==> config.mk <==
export PLATFORM = sky130hd
export DESIGN_NAME = mem_1r1w_fifo_ctrl_flat
export DESIGN_NICKNAME = d
export VERILOG_FILES = /design/src/rtl/mem_fifo_pkg.sv /design/src/rtl/mem_1r1w_fifo_ctrl_if.sv /design/src/rtl/mem_1r1w_fifo_ctrl_out_buf.sv /design/src/rtl/mem_1r1w_fifo_ctrl.sv /design/src/flat_wrapper.sv
export SDC_FILE = /design/constraint.sdc
export NUM_CORES = 1
export LEC_CHECK = 0
export CAP_MARGIN = 5
export CORE_MARGIN = 2
export CORE_UTILIZATION = 28
export CTS_CLUSTER_SIZE = 8
export DETAILED_ROUTE_END_ITERATION = 6
export DONT_BUFFER_PORTS = 1
export GPL_TIMING_DRIVEN = 0
export SYNTH_ARGS = -nofsm -noshare
export SYNTH_HDL_FRONTEND = slang
export SYNTH_SLANG_ARGS = --single-unit
==> constraint.sdc <==
create_clock -name clock -period 6 [get_ports clock]
set_input_delay 1.2 -clock clock [delete_from_list [all_inputs] [get_ports clock]]
set_output_delay 1.2 -clock clock [all_outputs]
set_load 0.02 [all_outputs]
==> src/rtl/mem_fifo_pkg.sv <==
// Shared sizing, types and pointer helper for the 1R1W memory FIFO controller.
`default_nettype none

package mem_fifo_pkg;

  localparam int DEPTH   = 48;
  localparam int WIDTH   = 64;
  localparam int ADDR_W  = $clog2(DEPTH);
  localparam int LEVEL_W = $clog2(DEPTH + 3);
  localparam int CNT_W   = $clog2(DEPTH + 1);

  typedef logic [ADDR_W-1:0] ptr_t;
  typedef logic [WIDTH-1:0]  word_t;

  // DEPTH need not be a power of two, so wrap by compare rather than truncation
  function automatic ptr_t next_ptr(input ptr_t ptr);
    return (ptr == ptr_t'(DEPTH - 1)) ? '0 : ptr + 1'b1;
  endfunction

endpackage

`default_nettype wire

==> src/rtl/mem_1r1w_fifo_ctrl_if.sv <==
// Ready/valid word stream; master drives valid/data, slave drives ready.
`default_nettype none

interface mem_1r1w_fifo_ctrl_if #(
  parameter int WIDTH = 64
);
  logic             valid;
  logic             ready;
  logic [WIDTH-1:0] data;

  modport master (output valid, output data, input ready);
  modport slave  (input valid, input data, output ready);
endinterface

`default_nettype wire

==> src/rtl/mem_1r1w_fifo_ctrl_out_buf.sv <==
// Two-entry head/tail output queue that absorbs the memory read latency.
`default_nettype none

module mem_fifo_out_buf #(
  parameter int WIDTH = 64
) (
  input  wire logic             clock,
  input  wire logic             reset_n,
  input  wire logic             i_flush,
  input  wire logic             i_push,
  input  wire logic [WIDTH-1:0] i_push_data,
  input  wire logic             i_pop,
  output logic      [1:0]       o_occ,
  output logic      [WIDTH-1:0] o_head_data
);

  logic [WIDTH-1:0] r_mem [2];
  logic [1:0]       r_occ;
  logic             r_head;
  logic             w_tail;

  assign w_tail      = r_head ^ r_occ[0];
  assign o_occ       = r_occ;
  assign o_head_data = r_mem[r_head];

  // Push only ever arrives with a free slot (occ <= 1), so tail = head + occ
  always_ff @(posedge clock or negedge reset_n) begin
    if (!reset_n) begin
      r_mem[0] <= '0;
      r_mem[1] <= '0;
      r_occ    <= '0;
      r_head   <= 1'b0;
    end else if (i_flush) begin
      r_occ  <= '0;
      r_head <= 1'b0;
    end else begin
      if (i_push) r_mem[w_tail] <= i_push_data;
      if (i_pop)  r_head        <= ~r_head;
      r_occ <= r_occ + 2'(i_push) - 2'(i_pop);
    end
  end

endmodule

`default_nettype wire

==> src/rtl/mem_1r1w_fifo_ctrl.sv <==
// Turns a 1-cycle-latency 1R1W memory into a ready/valid FIFO of DEPTH+2 words.
`default_nettype none

module mem_1r1w_fifo_ctrl
  import mem_fifo_pkg::*;
#(
  parameter int DEPTH   = mem_fifo_pkg::DEPTH,
  parameter int WIDTH   = mem_fifo_pkg::WIDTH,
  parameter int ADDR_W  = mem_fifo_pkg::ADDR_W,
  parameter int LEVEL_W = mem_fifo_pkg::LEVEL_W
) (
  input  wire logic               clock,
  input  wire logic               reset_n,
  input  wire logic               flush,
  mem_1r1w_fifo_ctrl_if.slave     enq,
  mem_1r1w_fifo_ctrl_if.master    deq,
  output logic      [LEVEL_W-1:0] level,
  output logic      [ADDR_W-1:0]  mem_W0_addr,
  output logic                    mem_W0_en,
  output logic      [WIDTH-1:0]   mem_W0_data,
  output logic      [ADDR_W-1:0]  mem_R0_addr,
  output logic                    mem_R0_en,
  input  wire logic [WIDTH-1:0]   mem_R0_data
);

  localparam int C_CNT_W = $clog2(DEPTH + 1);

  ptr_t               r_wptr;
  ptr_t               r_rptr;
  logic [C_CNT_W-1:0] r_mem_cnt;
  logic               r_rd_pend;

  logic               w_enq_ready;
  logic               w_enq_fire;
  logic               w_deq_fire;
  logic               w_rd_issue;
  logic [2:0]         w_inflight;
  logic [1:0]         w_out_occ;
  logic [WIDTH-1:0]   w_head_data;

  assign w_enq_ready = reset_n & (r_mem_cnt != C_CNT_W'(DEPTH)) & ~flush;
  assign w_enq_fire  = enq.valid & w_enq_ready;
  assign w_deq_fire  = deq.valid & deq.ready;

  // Issue only if the word still fits in the output buffer after this cycle's dequeue
  assign w_inflight  = {1'b0, w_out_occ} + {2'b00, r_rd_pend};
  assign w_rd_issue  = (r_mem_cnt != '0)
                     & (w_inflight < (3'd2 + {2'b00, w_deq_fire}))
                     & ~flush;

  assign enq.ready   = w_enq_ready;
  assign mem_W0_en   = w_enq_fire;
  assign mem_W0_addr = r_wptr;
  assign mem_W0_data = enq.data;
  assign mem_R0_en   = w_rd_issue;
  assign mem_R0_addr = r_rptr;

  assign deq.valid   = (w_out_occ != 2'd0);
  assign deq.data    = w_head_data;
  assign level       = LEVEL_W'(r_mem_cnt) + LEVEL_W'(r_rd_pend) + LEVEL_W'(w_out_occ);

  always_ff @(posedge clock or negedge reset_n) begin
    if (!reset_n) begin
      r_wptr    <= '0;
      r_rptr    <= '0;
      r_mem_cnt <= '0;
      r_rd_pend <= 1'b0;
    end else if (flush) begin
      r_wptr    <= '0;
      r_rptr    <= '0;
      r_mem_cnt <= '0;
      r_rd_pend <= 1'b0;
    end else begin
      if (w_enq_fire) r_wptr <= next_ptr(r_wptr);
      if (w_rd_issue) r_rptr <= next_ptr(r_rptr);
      r_mem_cnt <= r_mem_cnt + C_CNT_W'(w_enq_fire) - C_CNT_W'(w_rd_issue);
      r_rd_pend <= w_rd_issue;
    end
  end

  mem_fifo_out_buf #(
    .WIDTH (WIDTH)
  ) u_out_buf (
    .clock       (clock),
    .reset_n     (reset_n),
    .i_flush     (flush),
    .i_push      (r_rd_pend),
    .i_push_data (mem_R0_data),
    .i_pop       (w_deq_fire),
    .o_occ       (w_out_occ),
    .o_head_data (w_head_data)
  );

endmodule

`default_nettype wire

==> src/flat_wrapper.sv <==
// flat-port wrapper written by rule: the top's interface ports become plain ports
module mem_1r1w_fifo_ctrl_flat import mem_fifo_pkg::*;
#(
  parameter int DEPTH   = mem_fifo_pkg::DEPTH,
  parameter int WIDTH   = mem_fifo_pkg::WIDTH,
  parameter int ADDR_W  = mem_fifo_pkg::ADDR_W,
  parameter int LEVEL_W = mem_fifo_pkg::LEVEL_W
)
  (clock, reset_n, flush, level, mem_W0_addr, mem_W0_en, mem_W0_data, mem_R0_addr, mem_R0_en, mem_R0_data, enq_valid, enq_data, enq_ready, deq_valid, deq_data, deq_ready);
  mem_1r1w_fifo_ctrl_if #(.WIDTH(WIDTH)) enq_i ();
  mem_1r1w_fifo_ctrl_if #(.WIDTH(WIDTH)) deq_i ();
  input  wire logic clock;
  input  wire logic reset_n;
  input  wire logic flush;
  output logic      [LEVEL_W-1:0] level;
  output logic      [ADDR_W-1:0] mem_W0_addr;
  output logic mem_W0_en;
  output logic      [WIDTH-1:0] mem_W0_data;
  output logic      [ADDR_W-1:0] mem_R0_addr;
  output logic mem_R0_en;
  input  wire logic [WIDTH-1:0] mem_R0_data;
  input wire logic [$bits(enq_i.valid)-1:0] enq_valid;
  input wire logic [$bits(enq_i.data)-1:0] enq_data;
  output wire logic [$bits(enq_i.ready)-1:0] enq_ready;
  output wire logic [$bits(deq_i.valid)-1:0] deq_valid;
  output wire logic [$bits(deq_i.data)-1:0] deq_data;
  input wire logic [$bits(deq_i.ready)-1:0] deq_ready;
  assign enq_i.valid = enq_valid;
  assign enq_i.data = enq_data;
  assign enq_ready = enq_i.ready;
  assign deq_valid = deq_i.valid;
  assign deq_data = deq_i.data;
  assign deq_i.ready = deq_ready;
  mem_1r1w_fifo_ctrl #(.DEPTH(DEPTH), .WIDTH(WIDTH), .ADDR_W(ADDR_W), .LEVEL_W(LEVEL_W)) u_core (.clock(clock), .reset_n(reset_n), .flush(flush), .enq(enq_i), .deq(deq_i), .level(level), .mem_W0_addr(mem_W0_addr), .mem_W0_en(mem_W0_en), .mem_W0_data(mem_W0_data), .mem_R0_addr(mem_R0_addr), .mem_R0_en(mem_R0_en), .mem_R0_data(mem_R0_data));
endmodule
==> metrics.csv, run 1 <==
stage,metric,value,unit
worst_setup_path,rr_startpoint,u_core.u_out_buf.o_occ[0],
sta,post-route-period-util,64.28,%
routing,wire_per_inst,17.07,um
floorplan,start_util,28.34,%
yosys,yosys.area_share.simple,3.394,%
sta,slew_viol_final,0,
final_layout,area.growth.synth_to_final,13.82,%
worst_setup_path,critPathArrivalTime,2660,ps
final_layout,fillers,2687,
yosys,synth_area_leader_cell,dfrtp_1,
worst_setup_path,cp_max_fo,10,
final_layout,final_common_cell,mux2_2,
routing,num_vias,4369,
routing,postRouteAntennaNets,0,
yosys,synth_compound_area_share,3.591,%
routing,drc,0,
worst_setup_path,required,4800,ps
run,cap_violations,0,
grt,gr-usage-all-layers,11.42,%
grt,grt_most_used_layer,met2,
yosys,synth_seq_cells,150,
clock_network,clock-sinks,150,
placed_design,dp.final_hpwl,11.09,mm
yosys,post_synth_num_cell_types,49,
final_layout,multi_input_area,3102,um2
final_layout,stdcell_count,942,
floorplan,die_y,168.7,um
power,vdd_drop_max,168.3,uV
sta,clock_skew,6.763,ps
yosys,synth_flop_cell,dfrtp_1,
yosys,ys_seq_area_share,49.42,%
grt,use_met1,14.33,%
worst_setup_path,critPathCaptureType,output port,
yosys,yosys-top-cells-area,"dfrtp_1 (49%), mux2_2 (28%), buf_4 (6.4%)",
final_layout,regArea,3754,um2
routing,via_per_inst,4.638,
clock_network,cts_setup_buffers,0,
sta,rsz0062_at_grt,no,
power,finalPower,4907,uW
floorplan,io-pin-count,283,
clock_network,insertion_delay,410,ps
sta,holdWs,480.6,ps
sta,tns,0,ps
yosys,syn_nets,723,
placed_design,port_buffers,0,
routing,drtPass1Iterations,4,
sta,hold_violations,0,
placed_design,dp_worst_setup_slack,1722,ps
power,power_leakage,0.003753,uW
floorplan,num_rows,60,
floorplan,die-area,28460,um2
sta,period_minus_slack,3857,ps
placed_design,globalplace.congestion,0.7581,
sta,max_slew_margin,51.50,%
sta,setup_viol,0,
final_layout,drive_gt1_share,50.75,%
placed_design,dp.cells,910,
outcome,status,"finished, final reports clean",
grt,grt.met3_usage,4.185,%
yosys,synth_top_family_by_area,multiplexers,
clock_network,root_buffer,clkbuf_16,
yosys,synth-adder-area-share,3.756,%
grt,grt_pass1_vias,4552,
routing,totalWireLength,16.08,mm
grt,grt_max_degree,153,
clock_network,cts.clk_slew.worst_paths,60,ps
grt,grt_antenna_before_repair,0,
grt,use_met2,18.16,%
yosys,netlist_area,7595,um2
yosys,synthArstFlopShare,100.0,%
grt,overflow,0,
clock_network,cts_resized,0,
yosys,synth-warning-count,0,
yosys,synth-xor-area-share,1.499,%
clock_network,htree_levels,4,
worst_setup_path,path_class,input pin to output port,
yosys,synthMuxAreaShare,28.60,%
routing,drtIter0Drc,169,
sta,max_freq,0.2593,GHz
yosys,synth_cells,569,
clock_network,cts_tree,yes,
yosys,avgSynthCellArea,13.35,um2
worst_setup_path,critPathLaunchType,input pin,
sta,tightest_slew,725.1,ps
clock_network,cts_buffers,17,
yosys,synth_edf_count,0,
worst_hold_path,worst_hold_path_type,input pin to asynchronous set/reset pin,
clock_network,clockBufferDepth,2,
floorplan,die_x,168.7,um
sta,finalWorstSetupSlack,2143,ps
clock_network,cts_hold_buf,0,
final_layout,nNetsFinal,742,
worst_setup_path,crit_path_start,flush,
yosys,synth_top_area_share,49.42,%
floorplan,fp.coreArea,26800,um2
power,p_per_area,567.6,nW/um2
grt,grt_pass1_wl,25.29,mm
final_layout,diodes,0,
final_layout,layout_common_cells,"mux2_2 (187), dfrtp_1 (150), buf_4 (65)",
[path summary, 6_finish.rpt]
| path | to | slack, ps | cells past startpoint |
|---|---|---|---|
| setup / recovery | mem_R0_en | 2140 | 4 |
| hold / removal | u_core.r_mem_cnt[5] | 480 | 0 |
| setup reg to reg | u_core.r_mem_cnt[4] | 2440 | 12 |
| hold reg to reg | u_core.u_out_buf.r_mem[6] | 480 | 1 |
| max in group asynchronous | u_core.u_out_buf.r_mem[29] | 5300 | 0 |
| min in group clock | u_core.u_out_buf.r_mem[6] | 480 | 1 |
[flip-flops by register name (all words and copies together) (netlist names)]
signal and flops:
u_core.r_rd_pend 1, u_core.u_out_buf.r_head 1, u_core.mem_R0_addr 6, u_core.mem_W0_addr 6, u_core.u_out_buf.r_mem 128, u_core.r_mem_cnt 6
u_core.u_out_buf.o_occ 2
[worst max-delay path: stages]
cell	delay, ps
buf_2	240
buf_1	400
buf_1	500
nor2_1	300
[routing by layer]
layer / part of all wire, % / wire, um
met1: 44 / 7001
met2: 48 / 7691
met3: 7.3 / 1169
met4: 1.3 / 213
met5: 0 / 0
[cells by family after synthesis]
family / count (synthesis)
buffers and inverters: 106
xor gates and xnor gates: 13
AOI/OAI and AO/OA: 40
and+or+nand+nor: 46
muxes: 193
DFF: 150
adders and majority gates: 21
[synthesized netlist by cell type, drive strengths merged (2+ instances only)]
library cell	n
mux2	192
dfrtp	150
buf	87
inv	19
ha	18
nor2	10
a21oi	9
xnor2	9
nand2	8
o21ai	8
nand3	7
nor2b	5
xor2	4
a21o	3
a31oi	3
fa	3
a211oi	2
a311oi	2
and3	2
nor3	2
nor3b	2
nor4	2
o311ai	2
[metrics by stage]
| step | util [%] | cell area [um2] |
|---|---|---|
| final | 32.25 | 8645 |
| after global routing | 32.25 | 8645 |
| after CTS | 32.25 | 8645 |
| after detailed placement | 29.93 | 8021 |
| after global placement | 29.93 | 8021 |
| after floorplan | - | 7595 |
[report_power, final]
part	internal [uW]	switching [uW]	total (uW)	leakage [uW]
combinational	926	1100	2020	0.00163
sequential	1490	251	1740	0.00183
clock	709	435	1140	0.000300
[cell type report]
type,instances,area share (%)
Buffer,87,7.729
Tap cell,341,4.936
Clock buffer,20,5.167
Multi-Input combinational cell,313,35.88
Inverter,19,0.8250
Clock inverter,12,2.041
Sequential cell,150,43.42
Power figures use the tool's default switching activity.
==> run 2, diff against run 1 <==
clock period = 3.4 ns   (was 6 ns; I/O delays follow)
==> run 2 against run 1 <==
The run now ends with negative hold slack left. Register-to-register slack worse by 2100 ps. Core utilization rose by 0.056 points. Critical path depth rose by 8. Total power increased by 77%. Combinational power rose by 78%. Worst setup slack lost 1900 ps. Critical endpoint is now u_core.r_mem_cnt[4]. Highest routed layer unchanged.
==> metrics.csv, run 2 (synthesized netlist as in run 1, its figures left out) <==
stage,metric,value,unit
routing,wire_per_inst,17.04,um
routing,drc,0,
routing,num_vias,4363,
worst_hold_path,worst_hold_path_type,input pin to asynchronous set/reset pin,
placed_design,port_buffers,0,
final_layout,stdcell_count,942,
sta,hold_violations,117,
sta,setup_viol,0,
sta,max_freq,0.3194,GHz
worst_setup_path,critPathLaunchType,input pin,
clock_network,clockBufferDepth,2,
clock_network,clock-sinks,150,
final_layout,nNetsFinal,742,
power,finalPower,8682,uW
placed_design,dp.cells,910,
placed_design,postPlaceCellArea,8021,um2
routing,totalWireLength,16.06,mm
sta,slew_viol_final,0,
power,vdd_drop_max,297.0,uV
worst_setup_path,rr_worst_depth,14,
floorplan,fp.coreArea,26800,um2
routing,drtPass1Iterations,4,
grt,grt_pass1_vias,4552,
power,p_per_area,1003,nW/um2
sta,period_minus_slack,3131,ps
grt,gr-usage-all-layers,11.42,%
worst_setup_path,critPathArrivalTime,3410,ps
worst_setup_path,path_class,input pin to flip-flop,
grt,grt_antenna_before_repair,0,
run,cap_violations,0,
placed_design,dp.final_hpwl,11.09,mm
final_layout,fillers,2687,
routing,drtIter0Drc,181,
grt,overflow,0,
floorplan,io-pin-count,283,
sta,rsz0062_at_grt,no,
sta,max_slew_margin,51.50,%
final_layout,final_common_cell,mux2_2,
clock_network,htree_levels,4,
clock_network,cts.clk_slew.worst_paths,60,ps
floorplan,die_x,168.7,um
power,power_leakage,0.003756,uW
floorplan,start_util,28.34,%
floorplan,num_rows,60,
sta,post-route-period-util,92.09,%
final_layout,area.growth.synth_to_final,14.02,%
floorplan,die_y,168.7,um
final_layout,regArea,3754,um2
worst_setup_path,required,3680,ps
final_layout,multi_input_area,3117,um2
final_layout,largest-register,u_core.u_out_buf.r_mem,
sta,holdWs,-38.70,ps
final_layout,largest_reg_flops,128,
outcome,status,"complete, but fails checks",
clock_network,cts_tree,yes,
final_layout,postLayoutCoreUtil,32.31,%
floorplan,die-area,28460,um2
clock_network,root_buffer,clkbuf_16,
worst_setup_path,cp_max_fo,10,
final_layout,final_cell_area,8660,um2
sta,clock_skew,6.740,ps
outcome,violations,negative hold slack,
worst_setup_path,rr_startpoint,u_core.r_mem_cnt[2],
final_layout,drive_gt1_share,51.25,%
placed_design,globalplace.congestion,0.7581,
final_layout,diodes,0,
clock_network,cts_buffers,17,
routing,via_per_inst,4.632,
clock_network,insertion_delay,410,ps
clock_network,cts_setup_buffers,0,
final_layout,layout_common_cells,"mux2_2 (187), dfrtp_1 (150), buf_4 (65)",
worst_setup_path,rr_endpoint,u_core.r_mem_cnt[4],
worst_setup_path,r2r_slack,310,ps
routing,postRouteAntennaNets,0,
grt,grt_max_degree,153,
grt,grt_pass1_wl,25.29,mm
sta,tightest_slew,725.1,ps
worst_setup_path,critPathCaptureType,flip-flop,
==> run 2: report_power, final <==
| part | internal [uW] | switching [uW] | total [uW] |
|---|---|---|---|
| Clock | 1250 | 766 | 2020 |
| Combinational | 1640 | 1950 | 3600 |
| Sequential | 2630 | 443 | 3070 |
==> run 2: how the worst max path moves through the flow <==
stage	cells after the start	startpoint	endpoint	slack (ps)
6_report	12	flush	u_core.r_mem_cnt[4]	270
5_1_grt	12	flush	u_core.r_mem_cnt[4]	3
4_1_cts	12	u_core.u_out_buf.o_occ[0]	u_core.r_mem_cnt[4]	10
3_5_place_dp	12	flush	u_core.r_mem_cnt[4]	-360
3_3_place_gp	12	flush	u_core.r_mem_cnt[4]	-290
2_1_floorplan	12	flush	u_core.r_mem_cnt[4]	350
==> run 2: repair_timing <==
item	in CTS	in global routing
resized for setup	1	4
endpoints found under the hold margin	150	150
setup endpoints to repair	3	5
==> run 2: layer usage <==
metal,wire [um],vias to the layer above,global-route usage [%]
met1,6988,2217,14.33
met2,7690,156,18.16
met4,214,0,3.973
met5,0,-,0
li1,-,1977,-
met3,1161,13,4.185
==> run 2: cell type report <==
type	count	area share, %
flip-flops and latches	150	43.35
clock inverters	12	2.037
multi-input cells	313	35.99
plain buffers	87	7.716
inverters	19	0.8236
well taps	341	4.927
clock buffers	20	5.158
==> run 2: critical path, stage by stage <==
cell	delay, ps
buf_2	240
buf_1	400
buf_1	530
nor2_4	150
ha_1	310
inv_1	40
ha_1	200
fa_1	410
a21oi_1	150
o21bai_1	90
xnor2_1	140
nor2_1	50
==> run 2: metrics by stage <==
stage	worst slack, ps	setup TNS (ps)
3_5_place_dp	-358.4	-899.1
6_report	268.9	0
5_1_grt	3.277	0
2_1_floorplan	351.7	0
3_3_place_gp	-294.9	-559.8
4_1_cts	13.56	0
